[src/rtl/uart_cmd_decoder.sv]
// uart_cmd_decoder: consumes ASCII bytes from the RX FIFO head and turns them
// into one-cycle control pulses plus a validated "Thhmmss<CR|LF>" time-set.
module uart_cmd_decoder #(
  parameter int TIMEOUT_CYC = 100_000_000
) (
  input  logic       clk,
  input  logic       reset,
  input  logic [7:0] rx_data,
  input  logic       rx_empty,
  output logic       rx_rd,
  output logic       btn_run,
  output logic       btn_clear,
  output logic       btn_mode,
  output logic       set_valid,
  output logic [4:0] set_hour,
  output logic [5:0] set_min,
  output logic [5:0] set_sec,
  output logic       cmd_err,
  output logic       busy
);

  localparam int CW = $clog2(TIMEOUT_CYC + 1);
  localparam logic [CW-1:0] TO_LAST = CW'(TIMEOUT_CYC - 1);

  typedef enum logic [1:0] {IDLE, DIGIT, TERM} state_t;

  state_t          state;
  logic [2:0]      idx;
  logic [5:0][3:0] dig;
  logic [CW-1:0]   cnt;

  logic       is_digit;
  logic       is_term;
  logic [6:0] hr7, mn7, sc7;
  logic       in_range;

  // x*10 as (x<<3)+(x<<1); a two-digit value never exceeds 99, so 7 bits suffice
  function automatic logic [6:0] mul10(input logic [3:0] d);
    logic [6:0] x;
    x = {3'b000, d};
    return (x << 3) + (x << 1);
  endfunction

  // Never stall the FIFO; hold the pop off while in reset
  assign rx_rd = reset & ~rx_empty;
  assign busy  = (state != IDLE);

  // Byte classification and time-field assembly from the stored digits
  always_comb begin
    is_digit = (rx_data >= 8'h30) && (rx_data <= 8'h39);
    is_term  = (rx_data == 8'h0D) || (rx_data == 8'h0A);
    hr7      = mul10(dig[0]) + {3'b000, dig[1]};
    mn7      = mul10(dig[2]) + {3'b000, dig[3]};
    sc7      = mul10(dig[4]) + {3'b000, dig[5]};
    in_range = (hr7 <= 7'd23) && (mn7 <= 7'd59) && (sc7 <= 7'd59);
  end

  // Decoder FSM with registered one-cycle pulse outputs
  always_ff @(posedge clk or negedge reset) begin
    if (!reset) begin
      state     <= IDLE;
      idx       <= '0;
      dig       <= '0;
      cnt       <= '0;
      btn_run   <= 1'b0;
      btn_clear <= 1'b0;
      btn_mode  <= 1'b0;
      set_valid <= 1'b0;
      cmd_err   <= 1'b0;
      set_hour  <= '0;
      set_min   <= '0;
      set_sec   <= '0;
    end else begin
      btn_run   <= 1'b0;
      btn_clear <= 1'b0;
      btn_mode  <= 1'b0;
      set_valid <= 1'b0;
      cmd_err   <= 1'b0;
      case (state)
        IDLE: begin
          cnt <= '0;
          if (rx_rd) begin
            case (rx_data)
              8'h52, 8'h72: btn_run   <= 1'b1;
              8'h43, 8'h63: btn_clear <= 1'b1;
              8'h4D, 8'h6D: btn_mode  <= 1'b1;
              8'h54, 8'h74: begin
                idx   <= '0;
                state <= DIGIT;
              end
              8'h0D, 8'h0A, 8'h20: ;
              default: cmd_err <= 1'b1;
            endcase
          end
        end
        DIGIT: begin
          if (rx_rd) begin
            cnt <= '0;
            if (is_digit) begin
              dig[idx] <= rx_data[3:0];
              idx      <= idx + 3'd1;
              if (idx == 3'd5) state <= TERM;
            end else begin
              cmd_err <= 1'b1;
              state   <= IDLE;
            end
          end else if (cnt == TO_LAST) begin
            cmd_err <= 1'b1;
            state   <= IDLE;
          end else begin
            cnt <= cnt + 1'b1;
          end
        end
        TERM: begin
          if (rx_rd) begin
            cnt   <= '0;
            state <= IDLE;
            if (is_term && in_range) begin
              set_hour  <= hr7[4:0];
              set_min   <= mn7[5:0];
              set_sec   <= sc7[5:0];
              set_valid <= 1'b1;
            end else begin
              cmd_err <= 1'b1;
            end
          end else if (cnt == TO_LAST) begin
            cmd_err <= 1'b1;
            state   <= IDLE;
          end else begin
            cnt <= cnt + 1'b1;
          end
        end
        default: state <= IDLE;
      endcase
    end
  end

endmodule

[config.mk]
export PLATFORM = sky130hd
export DESIGN_NAME = uart_cmd_decoder
export DESIGN_NICKNAME = d
export VERILOG_FILES = /design/src/rtl/uart_cmd_decoder.sv
export SDC_FILE = /design/constraint.sdc
export NUM_CORES = 1
export LEC_CHECK = 0
export BUFFER_PORTS_ARGS = -buffer_cell sky130_fd_sc_hd__buf_2
export CORE_ASPECT_RATIO = 0.5
export CORE_MARGIN = 1
export CORE_UTILIZATION = 40
export CTS_BUF_LIST = sky130_fd_sc_hd__clkbuf_16
export DETAILED_ROUTE_END_ITERATION = 8
export GPL_TIMING_DRIVEN = 0
export PLACE_DENSITY_LB_ADDON = 0.2
export SLEW_MARGIN = 10
export SYNTH_ARGS = -nofsm -noshare
export SYNTH_HDL_FRONTEND = slang
export SYNTH_SLANG_ARGS = --single-unit
[constraint.sdc]
create_clock -name clk -period 10.34 [get_ports clk]
set_clock_uncertainty 0.15 [all_clocks]
set_input_delay 0.517 -clock clk [delete_from_list [all_inputs] [get_ports clk]]
set_output_delay 0.517 -clock clk [all_outputs]
set_load 0.01 [all_outputs]
Word-level counts from Yosys, hierarchy flattened. Index checks and enable logic that the tools add are counted.

Output and inout port bits: 24. Logic and storage cells: 115. Bits of input ports: 11. Flip-flop bits (word level): 78.

Reductions and logical operators: 21. $lt $le $gt $ge: 7. Mux-type cells: 39. Equality and inequality tests: 21. Bitwise logic cells: 2. Add/sub/neg operators: 8.

Operators with widths (count): 8-bit by 7-bit == test with 1-bit output (second input constant) (8); 27-bit 2-to-1 mux (2); 27-bit case mux with 2 select lines (1); 27-bit by 1-bit adder with 27-bit output (second input constant) (1); 27-bit == test (second input constant) (1); 24-bit bitwise mux (1); 7-bit by 4-bit adder with 7-bit output (3); 7-bit by 5-bit adder with 7-bit output (3); 1-bit 2-to-1 mux (19); 8-bit by 4-bit == test with 1-bit output (second input constant) (2); 7-bit by 6-bit less-or-equal comparator with 1-bit output (second input constant) (2); 2-bit 2-to-1 mux (7); 4-bit demux with 3-bit select (1); 3-bit 2-to-1 mux (4); 11-bit OR reduction (1); 2-bit OR reduction (5); 3-bit AND reduction (3); 8-bit by 6-bit == test with 1-bit output (second input constant) (1); 8-bit by 6-bit >= comparator with 1-bit output (second input constant) (1); 8-bit by 6-bit less-or-equal comparator with 1-bit output (second input constant) (1); 7-bit by 5-bit less-or-equal comparator with 1-bit output (second input constant) (1); 2-bit != test (second input constant) (3); 2-bit case mux with 3 select lines (1); 3-bit case mux with 2 select lines (1); 19 further kinds (25).

Logic depth before layout (Yosys ltp).
Word-level depth: 9. Mapped depth: 11. Depth with buffers taken out: 10.

Worst setup path before layout. No wires, ideal clock.

Path type: register -> register. Start: reg dig[8] in the netlist's numbering. End: reg set_hour[0]. Clock period less this slack: 3.257 ns. Setup slack: 7.083 ns. Library setup time: 0.125 ns. Arrival: 2.981 ns. Buffers on the path: 1. Data required time: 10.065 ns. Stages on the path, launching flop included: 10. Cells stage by stage: dfrtp_1 -> fa_1 -> fa_1 -> a21o_1 -> a21oi_1 -> xor2_1 -> o2111ai_1 -> nor4_4 -> buf_8 -> mux2_4.

Longest elaborated chain between the ends: 7.

RTL lines: from (decl) (RTL line 29) `logic [5:0][3:0] dig;`; from (signal, indexed assignment) (RTL line 100) `dig[idx] <= rx_data[3:0];`; 7-bit by 5-bit adder with 7-bit output (RTL line 41) `return (x << 3) + (x << 1);`; 7-bit by 4-bit adder with 7-bit output (RTL line 53) `mn7 = mul10(dig[2]) + {3'b000, dig[3]};`; 7-bit by 6-bit less-or-equal comparator with 1-bit output (RTL line 55) `in_range = (hr7 <= 7'd23) && (mn7 <= 7'd59) && (sc7 <= 7'd59);`; 1-bit logical AND (2 in series) (RTL line 55); 1-bit logical AND (RTL line 118) `if (is_term && in_range) begin`; 3-bit AND reduction (no source line); to (signal assigned) (RTL line 119) `set_hour <= hr7[4:0];`; to (decl) (RTL line 15) `output logic [4:0] set_hour,`.

Every way passes these cells. A chain may end at the register's enable or synchronous reset.

Final worst setup path.
Start: reg dig[0] in the netlist's numbering. End: reg set_hour[2].

Longest elaborated chain between the ends: 7.

RTL lines: 7-bit by 5-bit adder with 7-bit output (*) (RTL line 41); 7-bit by 4-bit adder with 7-bit output (*) (RTL line 52) `hr7 = mul10(dig[0]) + {3'b000, dig[1]};`; 7-bit by 5-bit less-or-equal comparator with 1-bit output (RTL line 55); 1-bit logical AND (2 in series) (RTL line 55); 1-bit logical AND (RTL line 118); 3-bit AND reduction (no source line).

Every way passes the cells marked *; elsewhere a longest branch is shown, timed or not.

==> qor.yml <==
outcome:
  status: "finished clean"
drt:
  drt-total-wl_um: 8778
  drtIter0Drc: 131
  viasPerCell: 5.094
  vias: 3046
  wl_per_cell_um: 14.68
  drc: 0
  drtPass1Iterations: 4
  antenna_left: 0
synthesis:
  synth-seq-area-share: 0.4421
  synthArstFlopShare: 1.000
  yosys_warnings: 0
  syn_area_mm2: 0.004415
  synth-seq-cells: 78
  synthCells: 406
  synth.top_cell.area_share: 0.4421
  synth_nets: 451
  synth_edf_count: 0
  synthFlopType: "dfrtp_1"
  synth_top_area_cell: "dfrtp_1"
  synth.distinct_cells: 52
  avgSynthCellArea_um2: 10.88
  synth_area_leaders: "dfrtp_1, mux2_2, ha_1"
hold_path:
  hp-class: "reg -> reg"
  min_from: "dig[20]"
setup_path:
  rr_startpoint: "dig[0]"
  timing_worst_setup_path_type: "reg -> reg"
  critical_path.max_fanout: 10
  crit_start: "dig[0]"
  cpLargestDelayFamily: "adder cells"
  crit_arrival_ps: 3770
  cp.required_ps: 10410
  cp_num_buf_inv: 2
  cpPeakStageDelay_ps: 660
  endpoint_kind: "flip-flop"
  path_cells: "fa_1 > inv_1 > fa_1 > nand2b_1 > a21oi_1 > xnor2_1 > o2111ai_1 > nor4_4 > buf_8 > mux2_4"
  cp_slowest_cell: "nor4_4"
  rrSetupSlack_ps: 6640
  critical_path.startpoint_type: "flip-flop"
  cpMostUsedCell: "fa_1"
floorplanning:
  die_h_um: 76.29
  row_count: 26
  die_area_mm2: 0.01149
  pin_count: 35
  die_w_um: 150.6
  core_mm2: 0.01048
  start_util: 0.4215
cts:
  cts_root_buf: "clkbuf_16"
  htree_num_levels: 3
  clockBufferDepth: 2
  numCtsBuffers: 9
  worstSkewPairLatency_ps: 330
  cts_tree: "done"
  clock_sinks: 78
  path_clk_slew_ps: 60
  post-cts-setup-buffer-count: 0
global_route:
  overflow: 0
  grt_start_max_net_pins: 59
  met3_usage: 0.04910
  gr-max-usage-layer: "met2"
  grt.met1_usage: 0.2345
  use_met2: 0.2618
  grt_pass1_vias: 3093
  antenna_found_initial: 0
  grt_pass1_wl_um: 15240
  grt_usage: 0.1705
layout:
  diodes: 0
  layout-area-overhead-vs-synth_pct: 14.59
  drive_gt1_frac: 0.2183
  final_nets: 498
  fillCellCount: 1002
place:
  routabilityCongestion: 0.8161
  port-buffer-count: 34
  pre_cts_ws_ps: 6555
  hpwl_um: 6270
job:
  drv_cap: 0
timing:
  drv_slew: 0
  worst_pin_slew_ps: 929.7
  relSlewSlack: 0.3749
  fmax_mhz: 270.3
  hold_slack_ps: 345.8
  finalCriticalPeriod_ps: 3699
  fin_ws_ps: 6641
  setup_viol: 0
  fin_setup_tns_ps: 0
  rsz0062_at_grt: "no"
  fin_crit_sh: 0.3577
  hold_violations: 0
power:
  finalPower_uw: 643.7
  leakage_nw: 2.414
  p_per_area_mw_per_mm2: 127.2
  irDropWorstVdd_v: 0.00008262
-- worst register-to-register path: cells and delay by family (launching register included) --
family          cells  cell delay, ps
fa+ha+maj           2            1010
simple gates        2             820
compound gates      2             420
flops               1             410
buf+inv             2             300
mux                 1             300
xor+xnor            1             150
-- logic make-up after synthesis --
logic type / share of synthesized area
buf+inv: 0.03032
xor+xnor: 0.05951
simple gates: 0.1814
mux: 0.1102
fa+ha+maj: 0.1065
compound gates: 0.07000
flops: 0.4421
-- cells in the mapped netlist (2+ instances only) --
cell and n:
dfrtp_1 78, nor2_1 38, mux2_2 33, ha_1 28, xnor2_1 24, nand2_1 23
a21oi_1 16, inv_1 16, nor3_1 13, nand3_1 11, o21ai_0 10, nand2b_1 8
nor4_1 8, and3_1 7, clkbuf_1 7, fa_1 6, nand4_1 6, or3_1 6
xor2_1 6, a21o_1 5, buf_2 5, mux2_4 5, mux2i_1 4, and4_1 3
nor4_4 3, nor4bb_1 3, a21oi_2 2, a22o_1 2, buf_1 2, nand3b_1 2
nor4b_1 2, o22ai_1 2, or2_2 2, or4_1 2
-- per-stage QoR --
stage,cells,util,cell area (µm²)
2_1_floorplan,406,-,4415
3_3_place_gp,580,0.4545,4761
3_5_place_dp,581,0.4574,4791
4_1_cts,598,0.4830,5060
5_1_grt,598,0.4830,5060
6_report,598,0.4830,5060
-- state kept, by name, indices dropped and copies added, names as in the netlist --
name / flops
set_sec: 6
btn_run: 1
btn_mode: 1
set_valid: 1
cnt: 27
idx: 3
set_hour: 5
state: 2
btn_clear: 1
set_min: 6
cmd_err: 1
dig: 24
-- placed cells by master (no fill, tap or decap), drive strengths merged, types with 3 or more instances in the layout --
cell type  instances
nor4              11
xnor2             24
nor4bb             3
o21ai             11
a21oi             18
fa                 6
nor2              38
or3                6
nand3             11
mux2              38
a21o               5
mux2i              4
nor4b              3
nor3              13
clkinv             4
nand2             23
and4               3
nand2b             8
and3               7
inv               18
buf               43
ha                28
clkbuf            16
dfrtp             78
nand4              6
xor2               6
-- routing by layer --
layer	share of wire	wire [µm]	vias to the layer above
met2	0.44	3893	39
met4	0.0072	63	0
met1	0.52	4567	1458
li1	-	-	1542
met3	0.029	253	7
met5	0	0	-
-- power by group --
group / internal [mW] / leakage, nW / switching [mW] / total (mW)
Sequential: 0.310 / 1.07 / 0.00350 / 0.313
Combinational: 0.0161 / 1.21 / 0.0350 / 0.0512
Clock: 0.158 / 0.135 / 0.121 / 0.280
Total: 0.484 / 2.41 / 0.160 / 0.644
-- worst paths after layout --
| kind | cells past startpoint | endpoint |
|---|---|---|
| setup / recovery | 10 | set_hour[2] |
| hold / removal | 1 | set_sec[0] |
| setup reg to reg | 10 | set_hour[2] |
| hold reg to reg | 1 | set_sec[0] |
| max in group asynchronous | 3 | set_hour[2] |
| min in group asynchronous | 2 | cnt[16] |
-- final cells by class --
class / count / area (µm²) / area share
multi-input combinational: 297 / 2330 / 0.4604
sequential: 78 / 1952 / 0.3858
clock buffer: 9 / 225.2 / 0.04451
timing repair buffer: 36 / 210.2 / 0.04154
tap: 140 / 175.2 / 0.03462
buffer: 15 / 73.82 / 0.01459
inverter: 16 / 60.06 / 0.01187
clock inverter: 7 / 33.78 / 0.006677
-- what timing repair did --
| action | in CTS | in global routing |
|---|---|---|
| gates resized for setup | 0 | 0 |
| endpoints found under the hold margin | 21 | 0 |
| hold buffers | 1 | 0 |
Note: power is estimated with default switching activity, not from simulation.
